<file path="config.mk">
export PLATFORM = sky130hd
export DESIGN_NAME = mux_arbiter
export DESIGN_NICKNAME = d
export VERILOG_FILES = /design/src/rtl/mux_pkg.sv /design/src/rtl/mux.sv /design/src/rtl/mux_arbiter.sv
export SDC_FILE = /design/constraint.sdc
export NUM_CORES = 1
export LEC_CHECK = 0
export BUFFER_PORTS_ARGS = -buffer_cell sky130_fd_sc_hd__buf_2
export CORE_AREA = 2 2 39 41
export DETAILED_ROUTE_END_ITERATION = 10
export DIE_AREA = 0 0 41 43
export GPL_TIMING_DRIVEN = 0
export PLACE_DENSITY = 0.59
export SYNTH_ARGS = -nofsm -noshare
export SYNTH_HDL_FRONTEND = slang
export SYNTH_SLANG_ARGS = --single-unit
</file>
<file path="constraint.sdc">
create_clock -name Clk -period 1.62 [get_ports Clk]
set_input_delay 0.324 -clock Clk [delete_from_list [all_inputs] [get_ports Clk]]
set_output_delay 0.324 -clock Clk [all_outputs]
set_load 0.01 [all_outputs]
</file>
<file path="src/rtl/mux_pkg.sv">
// Shared definitions for the two-source arbitrated multiplexer.
package mux_pkg;

  // Default data width for the mux and the arbiter.
  localparam int DEFAULT_WIDTH = 4;

  // Output-register occupancy.
  typedef enum logic {
    EMPTY = 1'b0,
    FULL  = 1'b1
  } state_t;

  // Mux select encodings.
  localparam logic SEL_A = 1'b0;
  localparam logic SEL_B = 1'b1;

  // Pick the winning source. A lone requester always wins.
  // When both request, the source that was not granted last wins.
  function automatic logic rr_pick(input logic a_valid,
                                   input logic b_valid,
                                   input logic last_sel);
    if (a_valid && b_valid) begin
      return (last_sel == SEL_A) ? SEL_B : SEL_A;
    end
    if (b_valid) begin
      return SEL_B;
    end
    return SEL_A;
  endfunction

endpackage

</file>
<file path="src/rtl/mux.sv">
// Plain 2:1 data multiplexer: Sel=0 passes A, Sel=1 passes B.
module mux #(
  parameter int WIDTH = 4
) (
  input  logic [WIDTH-1:0] A,
  input  logic [WIDTH-1:0] B,
  input  logic             Sel,
  output logic [WIDTH-1:0] Out
);

  // Pure combinational select.
  assign Out = Sel ? B : A;

endmodule

</file>
<file path="src/rtl/mux_arbiter.sv">
// Round-robin arbiter between two valid/ready sources feeding a single
// registered output word. One word per cycle; the output register can drain
// and refill in the same cycle.
module mux_arbiter
  import mux_pkg::*;
#(
  parameter int WIDTH = DEFAULT_WIDTH
) (
  input  logic             Clk,
  input  logic             Rst,
  input  logic [WIDTH-1:0] A,
  input  logic             A_valid,
  output logic             A_ready,
  input  logic [WIDTH-1:0] B,
  input  logic             B_valid,
  output logic             B_ready,
  output logic             Sel,
  output logic [WIDTH-1:0] Out,
  output logic             Out_valid,
  input  logic             Out_ready
);

  // Registered state.
  state_t           state_q, state_d;
  logic [WIDTH-1:0] out_q,   out_d;
  logic             sel_q,   sel_d;   // select of the most recent grant
  logic             last_q,  last_d;  // round-robin pointer

  // Arbitration terms.
  logic             load_en;
  logic             any_req;
  logic             grant;
  logic             win_sel;
  logic [WIDTH-1:0] mux_out;

  // The output register can take a new word when empty or when the current
  // word is being consumed this cycle. Reset blocks every grant so that the
  // ready outputs stay low for as long as Rst is high.
  always_comb begin
    load_en = (state_q == EMPTY) | Out_ready;
    any_req = A_valid | B_valid;
    grant   = ~Rst & load_en & any_req;
    win_sel = rr_pick(A_valid, B_valid, last_q);
  end

  // Handshake and select outputs; Sel follows the winner on a grant and
  // otherwise keeps showing the previous grant.
  always_comb begin
    A_ready = grant & (win_sel == SEL_A);
    B_ready = grant & (win_sel == SEL_B);
    Sel     = grant ? win_sel : sel_q;
  end

  // Data path: the selected source word.
  mux #(
    .WIDTH (WIDTH)
  ) u_mux (
    .A   (A),
    .B   (B),
    .Sel (Sel),
    .Out (mux_out)
  );

  // Next-state: load on grant, drain to empty when consumed with nothing new,
  // otherwise hold everything.
  always_comb begin
    state_d = state_q;
    out_d   = out_q;
    sel_d   = sel_q;
    last_d  = last_q;
    if (grant) begin
      state_d = FULL;
      out_d   = mux_out;
      sel_d   = win_sel;
      last_d  = win_sel;
    end else if (load_en && Out_ready) begin
      state_d = EMPTY;
    end
  end

  // State register; the pointer resets to B so A wins the first contention.
  always_ff @(posedge Clk or posedge Rst) begin
    if (Rst) begin
      state_q <= EMPTY;
      out_q   <= '0;
      sel_q   <= SEL_A;
      last_q  <= SEL_B;
    end else begin
      state_q <= state_d;
      out_q   <= out_d;
      sel_q   <= sel_d;
      last_q  <= last_d;
    end
  end

  assign Out       = out_q;
  assign Out_valid = (state_q == FULL);

endmodule

</file>
==> reports/results.tsv, run 1 <==
stage	metric	value	unit
clocking	cts.reportedPaths.clkPinSlew	50	ps
floorplan	die_height	43	um
sta	fin_hold_viols	0	
synthesis	synth_largest_type_area_fraction	41.2	%
synthesis	synth_fp_nets	39	
sta	achievable-frequency	630	MHz
sta	timing.final.max_slew_violations	0	
critical_path	setup.worst_path.end_class	output pin	
critical_path	crit_type	register to output pin	
clocking	cts_buf_count	3	
placed_design	gp_congestion	0.586	
placed_design	port_buffers	20	
critical_path	worst_setup_path_start_kind	register	
sta	whs	290	ps
power_and_ir_drop	share_comb_of_total_power	30.8	%
synthesis	synth_adder_area_share	0	%
global_routing	number_of_global_route_vias_before_repair	275	
critical_path	delay_of_the_slowest_critical_path_stage	550	ps
synthesis	synth_xor_xnor_area_share	0	%
power_and_ir_drop	power_frac_clock	27.6	%
clocking	clkLatencyLatePin	250	ps
power_and_ir_drop	power_switching_share	27.0	%
power_and_ir_drop	share_seq_of_total_power	41.6	%
power_and_ir_drop	vdd.ir_drop.worst	0.518	mV
power_and_ir_drop	power.total	0.569	mW
drt	wire_per_inst	9.82	um
sta	max_slew.worst_pin.slew	283	ps
synthesis	syn_avg_cell_area	14.0	sq um
critical_path	crit_chain	a21boi_4 -> mux2_4 -> buf_6	
synthesis	yosysUniqueCellTypes	10	
synthesis	synth_cells	26	
synthesis	synth_largest_area_cell	sky130_fd_sc_hd__dfrtp_1	
drt	drt_pre_antenna_iters	2	
flow_run	max_cap_viol_count	0	
cells_and_area	final_layout_size_suffix_gt1_share	76.4	%
floorplan	placeableCoreArea	1380	sq um
global_routing	antenna_found_initial	0	
synthesis	summed_instance_area_of_the_synthesized_netlist	364	sq um
global_routing	globalRoute.totalOverflow	0	
critical_path	cp_data_required_time	1300	ps
drt	via_count	291	
cells_and_area	layout-area-overhead-vs-synth	54.0	%
floorplan	die_area	1760	sq um
global_routing	grtUsageTotal	9.36	%
global_routing	grt_pass1_wl	1.12	mm
sta	fin_crit	1590	ps
power_and_ir_drop	p_leak	0.286	nW
clocking	cts_root_buf	sky130_fd_sc_hd__clkbuf_4	
clocking	clock_tree_from_tritoncts	built	
sta	total_setup_violations_reported_at_the_end_of_the_flow	0	
floorplan	floorplan.io_pins	21	
drt	vias_per_cell	4.10	
clocking	clkSinkCount	7	
floorplan	die_w	41	um
power_and_ir_drop	power_density	1020	nW/um^2
critical_path	crit_path_top_delay_cell	sky130_fd_sc_hd__dfstp_2	
synthesis	synth_async_sr_flop_share	100	%
sta	post-route-period-util	97.9	%
power_and_ir_drop	power_report.internal_total	0.415	mW
synthesis	synth.cells.most_frequent	sky130_fd_sc_hd__mux2_2, sky130_fd_sc_hd__dfrtp_1, sky130_fd_sc_hd__inv_1	
worst_hold_path	worst_hold_path_type	input pin to register	
critical_path	worstPathArrival	1260	ps
clocking	clk_path_buf_depth	2	
synthesis	synth_compound_gate_area_share	13.1	%
sta	maxSlewHeadroom	81.1	%
clocking	h-tree-depth	1	
cells_and_area	final_net_count	69	
floorplan	num_rows	14	
synthesis	ys.warnings.count	0	
synthesis	ys_ff_latch	7	
drt	drt.antenna.violating_nets	0	
synthesis	yosysSeqAreaShare	48.5	%
drt	drtIter0Drc	3	
run_status	status	finished, final reports clean	
drt	wl	697	um
synthesis	synth_top_flop_cell	sky130_fd_sc_hd__dfrtp_1	
critical_path	worstPathMaxFanout	5	
power_and_ir_drop	netSwitchingPower	0.154	mW
synthesis	post-synth-top-count-cell	sky130_fd_sc_hd__mux2_2	
synthesis	synth_top_family_by_area	multiplexers	
synthesis	number_of_enable_type_register_cells_in_the_synthesized_netlist	0	
placed_design	dp_hpwl	530	um
synthesis	synth.area.mux_share	30.9	%
sta	finClkSkew	3.50	ps
sta	setup-tns-final	0	ps
global_routing	grt_start_max_net_pins	8	
drt	post-route-drc-count	0	
synthesis	synth-simple-area-share	4.47	%
cells_and_area	n_antenna_cell	0	
sta	rsz0062_at_grt	true	
floorplan	initial_util	26.3	%
synthesis	synth_area_leaders	sky130_fd_sc_hd__dfrtp_1, sky130_fd_sc_hd__mux2_2, sky130_fd_sc_hd__dfstp_2, sky130_fd_sc_hd__a21boi_4, sky130_fd_sc_hd__a21oi_4	
sequential cells by signal, indices dropped and copies added (netlist names):
name / flops
Out: 4
Out_valid: 1
last_q: 1
sel_q: 1
cells in the final DEF, fill, tap and decap left out:
cell / netlist / layout
sky130_fd_sc_hd__o21bai_1: 1 / 1
sky130_fd_sc_hd__buf_4: 0 / 4
sky130_fd_sc_hd__clkbuf_1: 0 / 1
sky130_fd_sc_hd__buf_2: 0 / 19
sky130_fd_sc_hd__a21boi_4: 1 / 1
sky130_fd_sc_hd__dlygate4sd3_1: 0 / 1
sky130_fd_sc_hd__inv_1: 3 / 3
sky130_fd_sc_hd__and2b_2: 1 / 1
sky130_fd_sc_hd__a21oi_4: 1 / 1
sky130_fd_sc_hd__buf_6: 0 / 1
sky130_fd_sc_hd__dfstp_2: 1 / 1
sky130_fd_sc_hd__dfrtp_1: 6 / 6
sky130_fd_sc_hd__and2_2: 1 / 1
sky130_fd_sc_hd__mux2_4: 0 / 1
sky130_fd_sc_hd__o21ai_0: 1 / 1
sky130_fd_sc_hd__mux2_2: 10 / 9
sky130_fd_sc_hd__clkbuf_4: 0 / 3
metrics by stage:
step	setup WS, ps	instance area [sq um]	instances	util, %
floorplan	194	364	26	-
global placement	-89.2	484	62	35.0
detailed placement	-110	484	62	35.0
CTS	4.91	554	71	40.1
global route	-19.6	561	71	40.5
finish	33.5	561	71	40.5
worst max-delay path, delay by kind of cell, from the launching register on:
| kind | cells | cell delay, ps |
|---|---|---|
| AOI/OAI and AO/OA | 1 | 70 |
| buffers and inverters | 1 | 120 |
| muxes | 1 | 280 |
| DFF | 1 | 550 |
kinds of logic after synthesis:
group	count (synthesis)
buffers and inverters	3
multiplexers	10
flip-flops	7
AND/OR/NAND/NOR	2
AO/OA/AOI/OAI	4
path summary, 6_finish.rpt:
| path | start | to | slack, ps | cells past startpoint |
|---|---|---|---|---|
| worst max register to register | last_q | Out[2] | 210 | 4 |
| worst min register to register | Out[3] | Out[3] | 510 | 1 |
| min in group asynchronous | Rst | Out_valid | 550 | 3 |
| max in group asynchronous | Rst | last_q | 810 | 3 |
| worst min-delay path | Out_ready | Out_valid | 290 | 2 |
| worst max-delay path | last_q | Sel | 30 | 3 |
cell type report:
type / count / area, sq um
repair buffers: 25 / 146
multi-input cells: 16 / 180
clock buffers: 4 / 26.3
flip-flops and latches: 7 / 176
well taps: 16 / 20.0
inverters: 3 / 11.3
fillers: 140 / 823
power groups by stage:
stage	logic, mW	clock network [mW]	registers, mW
3_5_place_dp	0.150	0	0.240
4_1_cts	0.171	0.164	0.237
6_report	0.175	0.157	0.237
5_1_grt	0.189	0.173	0.242
2_1_floorplan	0.0771	0	0.251
3_3_place_gp	0.147	0	0.239
metal layers:
metal,up-vias,global-route usage [%],share of wire (%)
li1,146,-,-
met1,138,12.4,42
met2,7,13.4,53
met3,0,3.14,4.9
met4,0,4.00,0
met5,-,0,0
what timing repair did:
action / 4_1_cts / 5_1_grt
hold buffers: 1 / 0
endpoints found under the hold margin: 2 / 0
resized for setup: 1 / 1
pin swaps: 2 / 1
setup buffers: 4 / 0
endpoints found under the setup margin: 1 / 3
Power figures use the tool's default switching activity.
==> inputs of run 2 (changes only) <==
--- a/config.mk
+++ b/config.mk
@@ -9,7 +9,6 @@
 export CORE_AREA = 2 2 39 41
 export DETAILED_ROUTE_END_ITERATION = 10
 export DIE_AREA = 0 0 41 43
-export GPL_TIMING_DRIVEN = 0
 export PLACE_DENSITY = 0.59
 export SYNTH_ARGS = -nofsm -noshare
 export SYNTH_HDL_FRONTEND = slang
==> run 2 against run 1 <==
Against the previous run: final area decreased by 1.1%; maximum frequency down 0.49%; global-route usage down 0.81 points; utilization down 0.45 points; via count grew 1.0%; count of clock-buffer cells in the layout fell by 1; worst setup slack worse by 7.7 ps; worst hold slack better by 16 ps; critical path type unchanged; total power decreased by 0.69%; first-iteration DRC count is 33% lower; clock skew increased by 9.4 ps.
==> reports/results.tsv, run 2 (synthesis gave the netlist of run 1 again) <==
stage	metric	value	unit	change
run_status	status	finished, final reports clean		
placed_design	post-place-ws	23.0	ps	+133 ps
sta	total_setup_violations_reported_at_the_end_of_the_flow	0		unchanged
critical_path	worst_setup_path_start_kind	register		
cells_and_area	final_net_count	68		-1.4%
critical_path	delay_of_the_slowest_critical_path_stage	550	ps	about the same
power_and_ir_drop	power.total	0.565	mW	-0.69%
flow_run	max_cap_viol_count	0		unchanged
cells_and_area	final_layout_size_suffix_gt1_share	77.8	%	+1.4 points
critical_path	crit_path_top_delay_cell	sky130_fd_sc_hd__dfstp_2		
placed_design	gp_congestion	0.651		+11%
drt	drt_pre_antenna_iters	2		unchanged
critical_path	timing.rr.end	Out[1]		
sta	rsz0062_at_grt	true		
clocking	clkLatencyLatePin	250	ps	about the same
worst_hold_path	worst_hold_path_type	input pin to register		
drt	post-route-drc-count	0		unchanged
drt	vias_per_cell	4.20		+2.5%
critical_path	critical_path.startpoint	last_q		
sta	postLayoutSetupSlackWorst	25.7	ps	-7.74 ps
critical_path	reg2reg_setup_slack	210	ps	about the same
clocking	clk_path_buf_depth	2		unchanged
sta	setup-tns-final	0	ps	unchanged
clocking	clkSinkCount	7		unchanged
drt	drt.antenna.violating_nets	0		unchanged
cells_and_area	final_cell_mix	sky130_fd_sc_hd__buf_2, sky130_fd_sc_hd__mux2_2, sky130_fd_sc_hd__dfrtp_1		
drt	via_count	294		+1.0%
cells_and_area	final_area	554	sq um	-1.1%
clocking	cts_buf_count	3		unchanged
sta	max_slew.worst_pin.slew	283	ps	+0.582 ps
power_and_ir_drop	vdd.ir_drop.worst	0.433	mV	-16%
critical_path	cp_data_required_time	1300	ps	about the same
drt	wl	668	um	-4.2%
floorplan	die_height	43	um	unchanged
sta	maxSlewHeadroom	81.1	%	about the same
clocking	cts.reportedPaths.clkPinSlew	60	ps	about the same
cells_and_area	layout_commonest_cell	sky130_fd_sc_hd__buf_2		
critical_path	crit_type	register to output pin		
placed_design	dp_hpwl	534	um	+0.77%
global_routing	grt_start_max_net_pins	8		unchanged
placed_design	port_buffers	20		unchanged
floorplan	placeableCoreArea	1380	sq um	unchanged
cells_and_area	final-instance-count-excl-fill	70		-1.4%
critical_path	setup.worst_path.end	Sel		
cells_and_area	n_antenna_cell	0		unchanged
sta	fin_hold_viols	0		unchanged
sta	achievable-frequency	627	MHz	-0.49%
drt	wire_per_inst	9.54	um	-2.8%
critical_path	crit-reg2reg-launch	last_q		
clocking	cts_root_buf	sky130_fd_sc_hd__clkbuf_4		
sta	fin_crit	1590	ps	+7.74 ps
global_routing	grtUsageTotal	8.55	%	-0.81 points
cells_and_area	layout-area-overhead-vs-synth	52.2	%	
floorplan	floorplan.io_pins	21		unchanged
global_routing	grt_pass1_wl	1.07	mm	-4.3%
floorplan	die_area	1760	sq um	unchanged
critical_path	worstPathMaxFanout	6		+1
power_and_ir_drop	power_density	1020	nW/um^2	+0.43%
sta	finClkSkew	12.9	ps	+9.43 ps
cells_and_area	largest_register_ffs	4		unchanged
clocking	h-tree-depth	1		unchanged
cells_and_area	postLayoutCoreUtil	40.1	%	-0.45 points
placed_design	placed_cell_area	492	sq um	+1.6%
critical_path	setup.worst_path.end_class	output pin		
global_routing	antenna_found_initial	0		unchanged
drt	drtIter0Drc	2		-1
critical_path	worstPathArrival	1270	ps	about the same
sta	timing.final.max_slew_violations	0		unchanged
power_and_ir_drop	p_leak	0.284	nW	-0.70%
global_routing	number_of_global_route_vias_before_repair	273		-0.73%
critical_path	timing.reg2reg.worst_path_depth	4		unchanged
sta	post-route-period-util	98.4	%	+0.48 points
critical_path	crit_chain	a21boi_4 -> mux2_4 -> buf_6		
floorplan	initial_util	26.3	%	unchanged
clocking	clock_tree_from_tritoncts	built		
global_routing	globalRoute.totalOverflow	0		unchanged
sta	whs	305	ps	+15.7 ps
floorplan	num_rows	14		unchanged
floorplan	die_w	41	um	unchanged
placed_design	dp.cells	63		+1.6%
==> run 2: changes by cell type in the layout (fill, tap and decap cells not counted), sizes merged <==
cell	before	now
buf	24	23
clkbuf	4	3
clkinv	0	1
==> run 2: final cells by class <==
type | instances | area, sq um
clock buffer | 3 | 22.5
multi-input combinational | 16 | 180
timing repair buffer | 24 | 139
inverter | 3 | 11.3
fill | 144 | 830
tap | 16 | 20.0
clock inverter | 1 | 5.00
sequential | 7 | 176
==> run 2: repair_timing <==
action | CTS | global route
endpoints found under the hold margin | 4 | 0
setup buffers | 2 | 0
setup endpoints to repair | 1 | 2
gates resized for setup | 2 | 0
pin swaps | 2 | 1
hold buffers | 1 | 0
==> run 2: worst min path at each step <==
| stage | startpoint | to | slack [ps] | cells past startpoint |
|---|---|---|---|---|
| after global routing | Out_ready | Out_valid | 340 | 2 |
| after detailed placement | Rst | Out_valid | 270 | 2 |
| final | Out_ready | Out_valid | 310 | 2 |
| after CTS | Out_ready | Out_valid | 300 | 2 |
| after floorplan | Rst | Out[0] | 130 | 1 |
| after global placement | Rst | Out_valid | 270 | 2 |
==> run 2: routing by layer <==
metal	part of all wire, %	track usage [%]	vias to the layer above
met1	42	11.4	138
met2	52	13.8	7
met5	0	0	-
met3	5.5	3.14	0
met4	0	0	0
li1	-	-	149
==> run 2: power by group <==
group	leakage [nW]	internal, mW	switching, mW	total [mW]
Clock	0.0177	0.0903	0.0672	0.157
Combinational	0.186	0.102	0.0695	0.172
Sequential	0.0809	0.216	0.0199	0.236
Total	0.284	0.409	0.157	0.565
==> run 2: worst max-delay path: cells and delay by family (launching register included) <==
kind,cells,cell delay [ps]
flip-flops,1,550
multiplexers,1,280
buffers and inverters,1,120
AO/OA/AOI/OAI,1,70
==> inputs of run 3 (changes only) <==
--- a/config.mk
+++ b/config.mk
@@ -5,11 +5,12 @@
 export SDC_FILE = /design/constraint.sdc
 export NUM_CORES = 1
 export LEC_CHECK = 0
+export ABC_AREA = 1
 export BUFFER_PORTS_ARGS = -buffer_cell sky130_fd_sc_hd__buf_2
 export CORE_AREA = 2 2 39 41
 export DETAILED_ROUTE_END_ITERATION = 10
 export DIE_AREA = 0 0 41 43
-export PLACE_DENSITY = 0.59
+export PLACE_DENSITY = 0.62
 export SYNTH_ARGS = -nofsm -noshare
 export SYNTH_HDL_FRONTEND = slang
 export SYNTH_SLANG_ARGS = --single-unit
==> run 3 against run 2 <==
Against the previous run: routed wire length is 44% higher; synthesized cell count is 120% higher; sequential power is 3% lower; die area stayed put; worst hold slack worse by 190 ps; clock power is 3% higher; clock skew is 7.3 ps lower.
==> reports/results.tsv, run 3 <==
stage	metric	value	unit	change
drt	route.met3.wl	69	um	+86%
sta	finClkSkew	5.60	ps	-7.33 ps
synthesis	synth_adder_area_share	0	%	unchanged
global_routing	number_of_global_route_vias_before_repair	336		+23%
run_status	status	finished, final reports clean		
critical_path	worst_setup_path_start_kind	register		
power_and_ir_drop	p_leak	0.396	nW	+39%
clocking	cts_root_buf	sky130_fd_sc_hd__clkbuf_4		
floorplan	placeableCoreArea	1380	sq um	unchanged
global_routing	grtUsageTotal	13.0	%	+4.5 points
global_routing	grt_start_max_net_pins	9		+1
sta	maxSlewHeadroom	91.0	%	+9.9 points
critical_path	worstPathArrival	1260	ps	about the same
synthesis	synth_cells	58		+120%
sta	post-route-period-util	97.8	%	-0.63 points
power_and_ir_drop	netSwitchingPower	0.181	mW	+16%
synthesis	synth_top_flop_cell	sky130_fd_sc_hd__dfrtp_1		
clocking	clk_path_buf_depth	2		unchanged
global_routing	antenna_found_initial	0		unchanged
synthesis	synth_largest_type_area_fraction	38.0	%	-3.3 points
synthesis	summed_instance_area_of_the_synthesized_netlist	395	sq um	+8.6%
synthesis	post-synth-top-count-cell	sky130_fd_sc_hd__nand2_1		
synthesis	synth_fp_nets	71		+82%
synthesis	synth_xor_xnor_area_share	0	%	unchanged
sta	rsz0062_at_grt	true		
drt	maxUsedRoutingLayer	met4		
cells_and_area	final_net_count	102		+50%
synthesis	synth.cells.most_frequent	sky130_fd_sc_hd__nand2_1, sky130_fd_sc_hd__inv_1, sky130_fd_sc_hd__dfrtp_1, sky130_fd_sc_hd__nand3_1, sky130_fd_sc_hd__a21oi_1		
placed_design	gp_congestion	0.773		+19%
power_and_ir_drop	vdd.ir_drop.worst	0.400	mV	-7.6%
synthesis	synth_top_family_by_area	simple AND/OR/NAND/NOR gates		
sta	fin_hold_viols	0		unchanged
drt	wl	965	um	+44%
synthesis	yosysSeqAreaShare	44.6	%	-3.8 points
synthesis	ys_ff_latch	7		unchanged
power_and_ir_drop	power_report.internal_total	0.388	mW	-5.0%
placed_design	dp_hpwl	720	um	+35%
drt	vias_per_cell	4.15		-1.1%
sta	total_setup_violations_reported_at_the_end_of_the_flow	0		unchanged
clocking	clock_tree_from_tritoncts	built		
critical_path	crit-reg2reg-launch	Out_valid		
cells_and_area	final_area	607	sq um	+9.5%
critical_path	worstPathMaxFanout	2		-4
placed_design	post-place-ws	161	ps	+138 ps
power_and_ir_drop	power.total	0.570	mW	+0.77%
sta	fin_crit	1580	ps	-10.2 ps
placed_design	placed_cell_area	534	sq um	+8.7%
clocking	cts_buf_count	3		unchanged
floorplan	floorplan.io_pins	21		unchanged
power_and_ir_drop	power_switching_share	31.8	%	+4.1 points
flow_run	max_cap_viol_count	0		unchanged
placed_design	port_buffers	20		unchanged
sta	achievable-frequency	631	MHz	+0.64%
cells_and_area	layout_commonest_cell	sky130_fd_sc_hd__buf_2		
floorplan	num_rows	14		unchanged
synthesis	yosysUniqueCellTypes	9		-1
drt	drt_pre_antenna_iters	4		+2
clocking	cts.reportedPaths.clkPinSlew	60	ps	about the same
critical_path	critical_path.startpoint	last_q		
synthesis	synth_area_leaders	sky130_fd_sc_hd__dfrtp_1, sky130_fd_sc_hd__nand2_1, sky130_fd_sc_hd__inv_1, sky130_fd_sc_hd__nand3_1, sky130_fd_sc_hd__dfstp_2		
floorplan	initial_util	28.6	%	+2.3 points
power_and_ir_drop	power_frac_clock	28.4	%	+0.5 points
drt	wire_per_inst	9.28	um	-2.8%
floorplan	die_height	43	um	unchanged
clocking	clkSinkCount	7		unchanged
synthesis	syn_avg_cell_area	6.82	sq um	-51%
critical_path	crit_type	register to output pin		
clocking	ctsHoldBuffers	0		-1
sta	max_slew.worst_pin.slew	135	ps	-149 ps
clocking	clkLatencyLatePin	250	ps	about the same
drt	via_count	432		+47%
synthesis	synth_compound_gate_area_share	6.33	%	-6.7 points
cells_and_area	largest_register_ffs	4		unchanged
clocking	h-tree-depth	1		unchanged
power_and_ir_drop	power_density	939	nW/um^2	-8.0%
drt	dr_wl_met2	451	um	+30%
power_and_ir_drop	share_comb_of_total_power	31.6	%	+1.2 points
synthesis	synth_async_sr_flop_share	100	%	unchanged
cells_and_area	final_layout_size_suffix_gt1_share	43.2	%	-35 points
synthesis	synth_largest_area_cell	sky130_fd_sc_hd__dfrtp_1		
cells_and_area	layout-area-overhead-vs-synth	53.5	%	
cells_and_area	n_antenna_cell	0		unchanged
worst_hold_path	worst_hold_path_type	input pin to async pin		
synthesis	number_of_enable_type_register_cells_in_the_synthesized_netlist	0		unchanged
drt	drtIter0Drc	8		+6
synthesis	synth-simple-area-share	31.0	%	+27 points
synthesis	synth.area.mux_share	0	%	-31 points
power_and_ir_drop	share_seq_of_total_power	40.0	%	-1.8 points
sta	postLayoutSetupSlackWorst	35.9	ps	+10.2 ps
cells_and_area	final_cell_mix	sky130_fd_sc_hd__buf_2, sky130_fd_sc_hd__nand2_1, sky130_fd_sc_hd__inv_1		
critical_path	setup.worst_path.end_class	output pin		
global_routing	grt_pass1_wl	1.37	mm	+28%
drt	drt.antenna.violating_nets	0		unchanged
critical_path	cp_data_required_time	1300	ps	about the same
drt	post-route-drc-count	0		unchanged
synthesis	ys.warnings.count	0		unchanged
floorplan	die_area	1760	sq um	unchanged
sta	timing.final.max_slew_violations	0		unchanged
floorplan	die_w	41	um	unchanged
global_routing	globalRoute.totalOverflow	0		unchanged
drt	wl_met1	426	um	+51%
[run 3: cell count changes after synthesis, sizes merged]
cell / delta
nand2: +20
inv: +13
mux2: -10
nand3: +7
a21oi: +4
nor2: +2
a21boi: -1
and2: -1
and2b: -1
buf: +1
o21ai: -1
o21bai: -1
[run 3: power by group through the flow]
stage / Combinational (mW) / Clock (mW) / Sequential [mW]
6_report: 0.180 / 0.162 / 0.228
4_1_cts: 0.169 / 0.173 / 0.227
2_1_floorplan: 0.0784 / 0 / 0.240
5_1_grt: 0.202 / 0.183 / 0.232
3_3_place_gp: 0.157 / 0 / 0.228
3_5_place_dp: 0.159 / 0 / 0.229
[run 3: worst paths after layout]
path,depth (start not counted),end,slack (ps)
min in group Clk,3,last_q,350
max in group asynchronous,3,last_q,1300
worst max register to register,7,Out[2],420
worst max-delay path,6,Sel,40
worst min-delay path,3,Out[3],120
worst min register to register,2,Out[3],470
[run 3: layout make-up]
class | instances | area, sq um
Fill cell | 163 | 777
Timing Repair Buffer | 27 | 153
Clock buffer | 4 | 26.3
Sequential cell | 7 | 176
Multi-Input combinational cell | 34 | 171
Tap cell | 16 | 20.0
Inverter | 16 | 60.1
[run 3: kinds of logic after synthesis]
group,after synthesis
buf+inv,17
flops,7
compound gates,5
simple gates,29
[run 3: what timing repair did]
item / CTS / global route
pin swaps: 0 / 3
gates resized for setup: 6 / 1
setup endpoints to repair: 1 / 2
endpoints found under the hold margin: 0 / 0
buffers inserted: 0 / 3
[run 3: per-layer routing]
metal	global-route usage, %	vias to the layer above
met2	14.4	14
met3	7.85	2
li1	-	230
met5	0	-
met1	16.3	186
met4	12.0	0
[run 3: per-stage QoR]
stage,TNS (ps),util [%],std cells,hold WS (ps)
floorplan,0,-,58,143
global placement,0,38.6,97,346
detailed placement,0,38.6,97,348
CTS,0,42.0,101,107
finish,0,43.9,104,117
global route,-35.5,43.9,104,120
[run 3: worst max-delay path, cell delays in order (launching register included)]
cell and delay [ps]:
sky130_fd_sc_hd__dfstp_2 540, sky130_fd_sc_hd__nand2_2 60, sky130_fd_sc_hd__nand2_2 80, sky130_fd_sc_hd__nand3_2 90, sky130_fd_sc_hd__inv_2 70, sky130_fd_sc_hd__a21oi_2 40
sky130_fd_sc_hd__buf_2 130
